===== src/rtl/key_counter_ctrl_pkg.sv =====
// Shared definitions for the key-driven BCD up/down counter.
// Holds the keyboard codes that act as commands, the controller state
// encoding, parameter defaults and the state-to-LED decode.
package key_counter_ctrl_pkg;

  // {extend, scancode} of the two command keys
  localparam logic [8:0] KeyK1 = 9'h069;
  localparam logic [8:0] KeyK2 = 9'h072;

  // 0.1 s at 100 MHz
  localparam int unsigned TickDivDefault = 10_000_000;
  localparam logic [15:0] LimitDefault   = 16'h9999;

  typedef enum logic [1:0] {
    StIdle,
    StUp,
    StDown,
    StHold
  } state_e;

  // LED nibble order is {IDLE, UP, DOWN, HOLD}, MSB first
  function automatic logic [3:0] state_onehot(state_e s);
    logic [3:0] oh;
    oh = 4'b0000;
    unique case (s)
      StIdle:  oh = 4'b1000;
      StUp:    oh = 4'b0100;
      StDown:  oh = 4'b0010;
      StHold:  oh = 4'b0001;
      default: oh = 4'b0000;
    endcase
    return oh;
  endfunction

endpackage


===== src/rtl/bcd4_step.sv =====
// Combinational four-digit BCD +1 / -1 with saturation.
// Ports:
//   value  - current count, four BCD digits, [15:12] most significant
//   inc    - value + 1, or value itself when already at LIMIT
//   dec    - value - 1, or value itself when already 0000
//   at_max - value equals LIMIT
//   at_min - value equals 0000
module bcd4_step #(
  parameter logic [15:0] LIMIT = 16'h9999
) (
  input  logic [15:0] value,
  output logic [15:0] inc,
  output logic [15:0] dec,
  output logic        at_max,
  output logic        at_min
);

  logic carry;
  logic borrow;

  always_comb begin
    at_max = (value == LIMIT);
    at_min = (value == 16'h0000);
    inc    = value;
    dec    = value;
    carry  = 1'b1;
    borrow = 1'b1;
    for (int i = 0; i < 4; i++) begin
      // >= 9 rather than == 9 so a stray digit can never propagate a non-BCD value
      if (carry) begin
        if (value[4*i +: 4] >= 4'd9) begin
          inc[4*i +: 4] = 4'd0;
        end else begin
          inc[4*i +: 4] = value[4*i +: 4] + 4'd1;
          carry         = 1'b0;
        end
      end
      if (borrow) begin
        if (value[4*i +: 4] == 4'd0) begin
          dec[4*i +: 4] = 4'd9;
        end else begin
          dec[4*i +: 4] = value[4*i +: 4] - 4'd1;
          borrow        = 1'b0;
        end
      end
    end
    if (at_max) inc = value;
    if (at_min) dec = value;
  end

endmodule


===== src/rtl/key_counter_ctrl.sv =====
// Keyboard-controlled BCD counter: K1/K2 key presses select UP, DOWN or HOLD,
// a prescaler produces the count tick while running, and debounced buttons
// step the count while idle or holding.
// Ports:
//   clk, rst          - clock and synchronous active-high reset
//   en                - 0 freezes the prescaler and hence the counting
//   up_pulse          - one-cycle step-up request
//   down_pulse        - one-cycle step-down request
//   key_valid         - keyboard decoder strobe
//   last_change       - {extend, scancode} of the changed key
//   key_pressed       - 1 on press, 0 on release
//   nums              - four BCD digits of the count
//   led               - [15:12] one-hot state, [0] count at 0000 or LIMIT
module key_counter_ctrl
  import key_counter_ctrl_pkg::*;
#(
  parameter int unsigned TICK_DIV = TickDivDefault,
  parameter logic [15:0] LIMIT    = LimitDefault
) (
  input  logic        clk,
  input  logic        rst,
  input  logic        en,
  input  logic        up_pulse,
  input  logic        down_pulse,
  input  logic        key_valid,
  input  logic [8:0]  last_change,
  input  logic        key_pressed,
  output logic [15:0] nums,
  output logic [15:0] led
);

  localparam int unsigned PrescW = $clog2(TICK_DIV);
  localparam logic [PrescW-1:0] PrescMax = PrescW'(TICK_DIV - 1);

  state_e            state_q, state_d;
  logic [15:0]       count_q, count_d;
  logic [PrescW-1:0] presc_q, presc_d;
  logic [15:0]       led_q, led_d;

  logic [15:0] count_inc, count_dec;
  logic        at_max, at_min;

  logic cmd, cmd_k1, cmd_k2;
  logic running, tick;
  logic step_ok, step_up, step_down;

  bcd4_step #(
    .LIMIT (LIMIT)
  ) u_bcd4_step (
    .value  (count_q),
    .inc    (count_inc),
    .dec    (count_dec),
    .at_max (at_max),
    .at_min (at_min)
  );

  assign cmd    = key_valid & key_pressed;
  assign cmd_k1 = cmd && (last_change == KeyK1);
  assign cmd_k2 = cmd && (last_change == KeyK2);

  assign running = (state_q == StUp) || (state_q == StDown);
  assign tick    = running && en && (presc_q == PrescMax);

  // Simultaneous up and down cancel each other
  assign step_ok   = (state_q == StIdle) || (state_q == StHold);
  assign step_up   = step_ok && up_pulse && !down_pulse;
  assign step_down = step_ok && down_pulse && !up_pulse;

  always_comb begin
    state_d = state_q;
    count_d = count_q;
    presc_d = presc_q;

    // Priority chain: key command, then tick, then button; losers are dropped
    if (cmd_k1) begin
      state_d = (state_q == StUp) ? StHold : StUp;
    end else if (cmd_k2) begin
      state_d = (state_q == StDown) ? StHold : StDown;
    end else if (tick) begin
      if (state_q == StUp) begin
        if (at_max) state_d = StIdle;
        else        count_d = count_inc;
      end else begin
        if (at_min) state_d = StIdle;
        else        count_d = count_dec;
      end
    end else if (step_up) begin
      count_d = count_inc;
    end else if (step_down) begin
      count_d = count_dec;
    end

    if (state_d != state_q) begin
      presc_d = '0;
    end else if (running && en) begin
      presc_d = tick ? '0 : presc_q + PrescW'(1);
    end

    led_d = {state_onehot(state_d), 11'b0, (count_d == 16'h0000) || (count_d == LIMIT)};
  end

  always_ff @(posedge clk) begin
    if (rst) begin
      state_q <= StIdle;
      count_q <= 16'h0000;
      presc_q <= '0;
      led_q   <= {state_onehot(StIdle), 11'b0, 1'b1};
    end else begin
      state_q <= state_d;
      count_q <= count_d;
      presc_q <= presc_d;
      led_q   <= led_d;
    end
  end

  assign nums = count_q;
  assign led  = led_q;

endmodule


===== config.mk =====
export PLATFORM = sky130hd
export DESIGN_NAME = key_counter_ctrl
export DESIGN_NICKNAME = d
export VERILOG_FILES = /design/src/rtl/key_counter_ctrl_pkg.sv /design/src/rtl/bcd4_step.sv /design/src/rtl/key_counter_ctrl.sv
export SDC_FILE = /design/constraint.sdc
export NUM_CORES = 1
export LEC_CHECK = 0
export BUFFER_PORTS_ARGS = -buffer_cell sky130_fd_sc_hd__buf_4
export CAP_MARGIN = 5
export CORE_MARGIN = 2
export CORE_UTILIZATION = 55
export CTS_BUF_LIST = sky130_fd_sc_hd__clkbuf_4
export CTS_CLUSTER_SIZE = 14
export DETAILED_ROUTE_END_ITERATION = 10
export MAX_ROUTING_LAYER = met4
export PLACE_DENSITY = 0.76
export RECOVER_POWER = 50
export SYNTH_ARGS = -nofsm -noshare
export SYNTH_HDL_FRONTEND = slang
export SYNTH_SLANG_ARGS = --single-unit

===== constraint.sdc =====
create_clock -name clk -period 4.8 [get_ports clk]
set_input_delay 1.2 -clock clk [delete_from_list [all_inputs] [get_ports clk]]
set_output_delay 1.2 -clock clk [all_outputs]
set_load 0.01 [all_outputs]

== Word-level counts from Yosys, hierarchy flattened ==
Index checks and enable logic that the tools add are counted.
Word-level totals
  register bits after elaboration: 58
  bits of input ports: 16
  output and inout bits: 32
  word-level logic and storage cells: 97
Cells by class
  add/subtract/negate cells: 9
  order comparisons: 4
  eq/ne operators: 12
  multiplexer cells: 44
  bitwise operators: 1
  reduce and logical (&&, ||, !) cells: 22
Operator list (number)
  two-way mux 16 bit: 10
  two-way mux 4 bit: 14
  equality test 16 bit, second input constant: 2
  zero test 16 bit: 2
  adder 24 x 1 -> 24 bit, second input constant: 1
  equality test 24 bit, second input constant: 1
  two-way mux 24 bit: 1
  equality test 9 x 7 -> 1 bit, second input constant: 2
  adder 4 x 1 -> 4 bit, second input constant: 4
  greater-or-equal comparator 4 bit, second input constant: 4
  zero test 4 bit: 4
  case mux 4 bit (4 select lines): 1
  subtractor 4 x 1 -> 4 bit, second input constant: 4
  two-way mux 2 bit: 7
  two-way mux 1 bit: 11
  equality test 2 bit, second input constant: 4
  logical AND 1 bit: 8
  equality test 2 x 1 -> 1 bit, second input constant: 2
  zero test 2 bit: 2
  logical OR 1 bit: 3
  zero test 1 bit: 2
  != test 2 bit: 1
  OR reduction 2 bit: 1
  bitwise AND 1 bit: 1

== Depth between registers and ports, before layout ==
Gate-level depths: netlist (run 1).
  depth after elaboration: 13
  gate-level depth with buffers: 14
  depth with buffers taken out: 11

== By module ==
From an unflattened synthesis (run 1), not the netlist that was laid out.
Second synthesis, totals
  cell total of the unflattened synthesis: 572
  area, all modules: 4448.0 µm²
Modules (own cells, without submodules)
  key_counter_ctrl: times used 1, cells an instance 421, area an instance 3360.7 µm²
  bcd4_step: times used 1, cells an instance 151, area an instance 1087.3 µm²

== Worst setup path before layout (run 1) ==
OpenSTA, ideal clock, no wires.
  path type: input to register
  start: input port last_change[1]
  end: register presc_q[11]
  setup time: 128 ps
  arrival: 3431 ps
  path slack: 1241 ps
  stages on the path: 10
  path buffers: 3
  cells stage by stage: nor4bb_1 -> o211a_1 -> clkbuf_1 -> buf_1 -> a21o_1 -> a21boi_0 -> xnor2_1 -> nand3_1 -> clkbuf_1 -> nor2_1
On the way
  word-level cells in the longest chain between the ends: 6
  elaborated cells on any way between the ends: 8
Ends and longest elaborated chain
  from (decl): line key_counter_ctrl.sv:26  | input logic [8:0] last_change,
  equality test 9 x 7 -> 1 bit: line key_counter_ctrl.sv:59  | assign cmd_k2 = cmd && (last_change == KeyK2);
  logical AND 1 bit: line key_counter_ctrl.sv:59
  two-way mux 2 bit: line key_counter_ctrl.sv:77  | end else if (cmd_k2) begin
  two-way mux 2 bit (*): line key_counter_ctrl.sv:75  | if (cmd_k1) begin
  != test 2 bit (*): line key_counter_ctrl.sv:93  | if (state_d != state_q) begin
  OR reduction 2 bit (no source line) (*)
  to (signal assigned): line key_counter_ctrl.sv:111  | presc_q <= presc_d;
  to (decl): line key_counter_ctrl.sv:37  | logic [PrescW-1:0] presc_q, presc_d;
Mark *: on every way between the ends. The rest lies on a longest branch, timed or not.
A chain may end at the register's enable or synchronous reset.

== Final worst setup path (run 1) ==
  start: register count_q[0] (netlist: nums[0])
  end: register led_q[0] (netlist: led[0])
On the way
  word-level cells in the longest chain between the ends: 13
  elaborated cells on any way between the ends: 33
Ends and longest elaborated chain
  from (decl): line key_counter_ctrl.sv:36  | logic [15:0] count_q, count_d;
  from (signal assigned): line key_counter_ctrl.sv:110  | count_q <= count_d;
  greater-or-equal comparator 4 bit / zero test 4 bit (equally long branches): line bcd4_step.sv:31, bcd4_step.sv:39
  two-way mux 1 bit, on equally long branches: line bcd4_step.sv:31, bcd4_step.sv:39
  two-way mux 1 bit, on equally long branches (2 in a row): line bcd4_step.sv:30, bcd4_step.sv:38
  two-way mux 4 bit, on equally long branches: line bcd4_step.sv:30, bcd4_step.sv:38
  two-way mux 16 bit, on equally long branches: line bcd4_step.sv:47, bcd4_step.sv:48
  two-way mux 16 bit, on equally long branches: line key_counter_ctrl.sv:81, key_counter_ctrl.sv:84, key_counter_ctrl.sv:89
  two-way mux 16 bit, on equally long branches: line key_counter_ctrl.sv:80, key_counter_ctrl.sv:87
  two-way mux 16 bit: line key_counter_ctrl.sv:79  | end else if (tick) begin
  two-way mux 16 bit: line key_counter_ctrl.sv:77
  two-way mux 16 bit (*): line key_counter_ctrl.sv:75
  equality test 16 bit / zero test 16 bit (equally long branches): line key_counter_ctrl.sv:99  | led_d = {state_onehot(state_d), 11'b0, (count_d == 16'h0000) || (count_d == LIMIT)};
  logical OR 1 bit (*): line key_counter_ctrl.sv:99
  to (signal assigned): line key_counter_ctrl.sv:107  | led_q <= {state_onehot(StIdle), 11'b0, 1'b1};
  to (signal assigned): line key_counter_ctrl.sv:112  | led_q <= led_d;
  to (decl): line key_counter_ctrl.sv:38  | logic [15:0] led_q, led_d;
Marks and branches as above.

==> results.ini, run 1 <==
[status]
status=complete, no violations

[die]
die_h_um=89.5
core_area_mm2=0.00718
fp-row-count=31
initial_utilization_pct=56.1
die-area_mm2=0.00801
pin_count=48
fp.dieW_um=89.5

[power]
pwr_density_cell_mw_per_mm2=235
p_clk_share_pct=20.1
p_seq_share_pct=43.2
p_sw_share_pct=40.2
p_int_uw=602
p_leak_uw=0.00152
ir_worst_vdd_mv=0.150
combPwrFrac_pct=36.7
switching_power_uw=405

[place]
dp_hpwl_um=9050
place_area_mm2=0.00432
place.gp.congestion=1.08
port_buffers=36

[clock_tree]
cts.path.max_buffers=2
htree_levels=2
holdBufCountCts=0
cts-root-buf=clkbuf_4
cts_sinks=47
post_cts_buffers=0
clk_pin_slew_ns=0.16
cts_buffers=5
cts_tree=done
cts_resized=0
clock_latency_ns=0.38

[critical_path]
r2r_setup_slack_ns=0.50
startpoint_type=register
r2r_start=nums[0]$_SDFF_PP0_
slowest_delay_ns=0.61
timing.critical_path.buf_inv=2
cp_top_family=compound AO/OA/AOI/OAI gates
cp_cell_sequence=inv_1, ha_1, nor3b_2, clkbuf_1, o211ai_1, a2111oi_0, a221oi_2, or3_1, or4_1, o41ai_2, a41o_1
cp_slowest_cell=clkbuf_1
crit_start=nums[0]$_SDFF_PP0_
required_ns=5.14
crit_fanout=15
crit_type=reg2reg
end_kind=register
critPathArrivalTime_ns=4.63

[global_routing]
antenna_found_initial=0
grt_pass1_vias=4029
grt_max_degree=23
grt_pass1_wl_um=20000
grt_remaining_overflow=0
track_usage_pct=33.0

[synthesis]
synth_seq_area_share_pct=23.4
syn_area_mm2=0.00402
synth.ff_latch_count=47
synth_edf_count=0
syn_inst=544
synth_warnings=0
ys_async_sr_fraction_pct=0
yosysUniqueCellTypes=77
ys.flop_type=dfxtp_1
syn_area_per_cell_um2=7.39

[sta]
finClkSkew_ns=0.0162
hold_violations=0
min_period_over_period_pct=89.5
setup_viol=0
worstMarginPinSlew_ns=0.780
slew_headroom_pct=48.0
grt_setup_unrepaired=false
period_minus_slack_ns=4.30
worst_hold_slack_ns=0.488
drv_slew=0
max_freq_ghz=0.233
setup_tns_ns=0

[run]
maxCapViolCount=0

[detailed_routing]
drt-initial-drc-count=604
vias=4369
drc_errors=0
wl_per_cell_um=18.8
avgViaCountPerCell=6.59
finalWirelength_um=12400
dr.pass1.iters=8
ant_nets=0

[final_layout]
fin_util_pct=59.8
synthToLayoutAreaGrowth_pct=6.59
diodes=0
final_nets=594
drive_gt1_share_pct=8.51
fin_area_mm2=0.00429

[min_path]
hold_path.class=reg2reg
min_from=presc_q[10]$_SDFFE_PP0P_

path summary, 6_finish.rpt:
check                                           endpoint  depth (start not counted)
worst max-delay path                   led[0]$_SDFF_PP1_                         11
worst min-delay path            presc_q[10]$_SDFFE_PP0P_                          2
worst max register to register         led[0]$_SDFF_PP1_                         11
worst min register to register  presc_q[10]$_SDFFE_PP0P_                          2
synthesized netlist by cell type (all sizes together) (5+ instances only):
cell type	instances	share of area [%]
nand4	7	1.1
nand3	23	2.9
and3	10	1.6
dfxtp	47	23
a211oi	7	1.3
or3b	7	1.5
a31oi	13	2.0
nor2	67	6.3
nor4	14	2.2
xnor2	8	1.7
o21ai	31	4.1
a21oi	25	3.1
a41oi	5	1.1
ha	15	4.7
buf	14	2.4
nor4bb	6	1.5
nor3	12	1.5
mux2i	6	1.5
or4	7	1.5
o211ai	7	1.3
nor2b	8	1.2
and2	6	0.93
nor3b	7	1.6
clkbuf	30	2.8
inv	17	1.6
xor2	12	2.6
nand2	49	4.6
placed cells by master, fill, tap and decap left out, types with 5 or more instances in the layout:
master	count
ha_1	15
a211oi_1	7
inv_1	17
nor2b_1	8
a31oi_1	13
or3b_2	5
clkbuf_1	24
and3_1	10
clkbuf_4	6
nor3b_1	5
buf_4	21
dfxtp_1	47
conb_1	11
nand4_1	7
nor4bb_1	6
nor3_1	12
and2_1	5
mux2i_1	6
a21oi_1	25
xor2_1	12
nor4_1	14
o211ai_1	7
or4_1	5
nor2_1	67
nand2_1	49
a41oi_1	5
nand3_1	23
xnor2_1	8
o21ai_0	29
kinds of logic after synthesis:
group	Yosys count	synth area share [%]
fa+ha+maj	15	4.67
simple gates	250	33.5
mux	7	2.05
buf+inv	61	6.78
compound gates	143	25.2
other cells	1	0.0932
xor+xnor	20	4.35
flops	47	23.4
power by group through the flow:
stage,Sequential (µW),Combinational (µW),Clock (µW)
2_1_floorplan,429,277,0
3_3_place_gp,442,365,0
3_5_place_dp,443,367,0
4_1_cts,434,369,205
5_1_grt,438,405,220
6_report,435,369,202
routing by layer:
metal	track usage (%)	share of wire, %
met1	40.9	40
met2	51.4	45
met4	14.7	5.0
met3	7.11	9.7
met5	-	0
area by class of cell:
cell class,count,area (µm²)
multi-input cells,446,2850
fillers,678,2890
clock inverters,3,20.0
repair buffers,46,255
well taps,99,124
clock buffers,5,37.5
flip-flops and latches,47,941
inverters,17,63.8
state kept, by name (all words and copies together), names as in the netlist:
register	flops
led	5
state_q	2
presc_q	24
nums	16
worst min-delay path, cell delays in order (launching register included):
cell and delay (ns):
dfxtp_1 0.36, nand2_1 0.06, a21oi_1 0.05
through the flow:
step	cells	setup slack, ns	power, µW
6_report	663	0.504	1010
5_1_grt	663	0.277	1060
4_1_cts	663	0.791	1010
3_5_place_dp	655	0.684	810
3_3_place_gp	655	0.802	807
2_1_floorplan	554	1.24	705
No activity file was read; power rests on OpenSTA's default activity.
==> inputs of run 2 (changes only) <==
ABC_AREA = 1   (was unset)
PLACE_DENSITY = 0.75   (was 0.76)
==> run 2 against run 1 <==
Compared with the run above:
- the flow now finishes with violations (max-capacitance violations, max-slew violations)
- via count grew 17%
- final cell count rose by 37%
- clock skew shrank 0.0017 ns
- largest cell class unchanged
==> results.ini, run 2 <==
[place]
port_buffers=36  ; unchanged
place.gp.congestion=0.973  ; -10%
place_area_mm2=0.00482  ; +12%
dp_hpwl_um=8800  ; -2.8%
pre_cts_ws_ns=0.746  ; +0.0618 ns

[final_layout]
largest_register_ffs=24  ; unchanged
mostFrequentLayoutCells=nand2_1 (230), nand3_1 (121), inv_1 (77)
diodes=0  ; unchanged
final_nets=836  ; +41%
largest_register=presc_q
drive_gt1_share_pct=9.31  ; +0.79 points
synthToLayoutAreaGrowth_pct=5.40
final_common_cell=nand2_1
fin_area_mm2=0.00483  ; +13%

[run]
maxCapViolCount=1  ; +1

[detailed_routing]
finalWirelength_um=12200  ; -2.4%
vias=5093  ; +17%
wl_per_cell_um=13.3  ; -29%
met3WireLength_um=850  ; -29%
top_layer_used=met4
wl_met1_um=5220  ; +4.5%
drt-initial-drc-count=306  ; -49%
drc_errors=0  ; unchanged
route.met2.wl_um=5850  ; +3.9%
avgViaCountPerCell=5.59  ; -15%
ant_nets=0  ; unchanged
dr.pass1.iters=6  ; -2

[critical_path]
r2r_start=state_q[0]$_SDFF_PP0_
r2r_setup_slack_ns=0.97  ; +0.47 ns
ff2ff_path_depth=15  ; +4
crit_fanout=16  ; +1
crit_type=in2reg
required_ns=5.12  ; -0.02 ns
critPathArrivalTime_ns=4.34  ; -0.29 ns
rr_endpoint=led[0]$_SDFF_PP1_
startpoint_type=input port
crit_start=up_pulse
crit_end=led[0]$_SDFF_PP1_
end_kind=register

[clock_tree]
clk_pin_slew_ns=0.14  ; -0.02 ns
cts_tree=done
cts_resized=0  ; unchanged
clock_latency_ns=0.37  ; about the same
cts-root-buf=clkbuf_4
post_cts_buffers=0  ; unchanged
cts_buffers=5  ; unchanged
htree_levels=2  ; unchanged
holdBufCountCts=0  ; unchanged
cts_sinks=47  ; unchanged
cts.path.max_buffers=2  ; unchanged

[global_routing]
grt_pass1_vias=4521  ; +12%
track_usage_pct=28.7  ; -4.3 points
grt_max_degree=25  ; +8.7%
grt_pass1_wl_um=20600  ; +2.9%
antenna_found_initial=0  ; unchanged
grt_remaining_overflow=0  ; unchanged

[die]
pin_count=48  ; unchanged
initial_utilization_pct=56.4  ; +0.33 points
fp-row-count=33  ; +6.5%
die_h_um=95.3  ; +6.5%
core_area_mm2=0.00813  ; +13%
fp.dieW_um=95.3  ; +6.5%
die-area_mm2=0.00909  ; +13%

[sta]
slew_headroom_pct=-21.9  ; -70 points
setup_viol=0  ; unchanged
worstMarginPinSlew_ns=1.81  ; +1.03 ns
max_freq_ghz=0.249  ; +6.8%
hold_violations=0  ; unchanged
finClkSkew_ns=0.0146  ; -0.00168 ns
drv_slew=17  ; +17
setup_ws_ns=0.779  ; +0.275 ns
min_period_over_period_pct=83.8  ; -5.7 points
period_minus_slack_ns=4.02  ; -0.275 ns
setup_tns_ns=0  ; unchanged
grt_setup_unrepaired=false

[synthesis]
syn_inst=787  ; +45%
ys.flop_type=dfxtp_1
synth.ff_latch_count=47  ; unchanged
yosysUniqueCellTypes=42  ; -45%
synth_common_cells=nand2_1 (230), nand3_1 (121), inv_1 (75)
synth_top_area_cell=dfxtp_1
synth.area.top_cells=dfxtp_1 (21%), nand2_1 (19%), nand3_1 (13%), inv_1 (6.1%), nor2_1 (5.4%)
syn_area_mm2=0.00459  ; +14%
synth.most_common_cell=nand2_1
synth_seq_area_share_pct=20.5  ; -2.9 points
syn_area_per_cell_um2=5.83  ; -21%
synth_warnings=0  ; unchanged
yosysTopAreaCellShare_pct=20.5  ; -2.9 points
ys_async_sr_fraction_pct=0  ; unchanged
synth_edf_count=0  ; unchanged

[status]
status=complete, but fails checks
failed_checks=max-capacitance violations, max-slew violations

[power]
pwr_density_cell_mw_per_mm2=226  ; -3.6%
p_leak_uw=0.00217  ; +43%
ir_worst_vdd_mv=0.142  ; -5.2%

[min_path]
hold_path.class=reg2reg

==> run 2: logic make-up (layout without fill, tap and decap cells) <==
kind of cell             after synthesis  in the layout  share of synthesized area [%]
flip-flops                            47             47                           20.5
AND/OR/NAND/NOR                      504            504                           50.0
AO/OA/AOI/OAI                         69             69                           8.24
XOR/XNOR                              20             20                           3.98
buffers and inverters                131            140                           13.1
adder cells (fa/ha/maj)               15             15                           4.09
other                                  1             11                         0.0818
==> run 2: worst min path at each step <==
stage / from / to / slack (ns) / depth (start not counted)
2_1_floorplan: presc_q[16]$_SDFFE_PP0P_ / presc_q[16]$_SDFFE_PP0P_ / 0.53 / 2
3_3_place_gp: presc_q[16]$_SDFFE_PP0P_ / presc_q[16]$_SDFFE_PP0P_ / 0.55 / 2
3_5_place_dp: presc_q[16]$_SDFFE_PP0P_ / presc_q[16]$_SDFFE_PP0P_ / 0.56 / 2
4_1_cts: presc_q[0]$_SDFFE_PP0P_ / presc_q[0]$_SDFFE_PP0P_ / 0.60 / 3
5_1_grt: presc_q[16]$_SDFFE_PP0P_ / presc_q[16]$_SDFFE_PP0P_ / 0.64 / 2
6_report: presc_q[16]$_SDFFE_PP0P_ / presc_q[16]$_SDFFE_PP0P_ / 0.59 / 2
==> run 2: metrics by stage <==
stage          hold slack, ns  utilization, %  cells  total power, µW
6_report                0.592            59.4    911             1090
3_5_place_dp            0.565            59.3    903              810
5_1_grt                 0.642            59.4    911             1170
4_1_cts                 0.599            60.6    911             1110
3_3_place_gp            0.552            59.3    903              803
2_1_floorplan           0.528               -    797              729
==> run 2: area by class of cell <==
type | instances | area (µm²)
inverter | 90 | 348
tap | 105 | 131
multi-input combinational | 619 | 3080
clock inverter | 3 | 67.6
clock buffer | 5 | 37.5
timing repair buffer | 42 | 233
fill | 821 | 3300
sequential | 47 | 941
==> run 2: power breakdown <==
group	switching, µW	internal (µW)
Clock	133	162
Combinational	244	122
Sequential	30.3	402
==> run 2: worst max-delay path: stages <==
cell	delay (ns)
clkbuf_4	0.10
inv_1	0.05
nor3_1	1.39
clkbuf_1	0.68
a21oi_1	0.08
nand2_1	0.12
nand3_1	0.07
nand3_1	0.14
nand2_1	0.08
nor2_1	0.10
nand2_1	0.05
nor2_1	0.11
nand2_1	0.06
nand3_1	0.08
==> run 2: metal layers <==
| metal | GRT usage [%] | vias up |
|---|---|---|
| met4 | 8.94 | 0 |
| met3 | 2.77 | 24 |
| met1 | 36.6 | 2311 |
| met5 | - | - |
| met2 | 47.8 | 196 |
| li1 | - | 2562 |
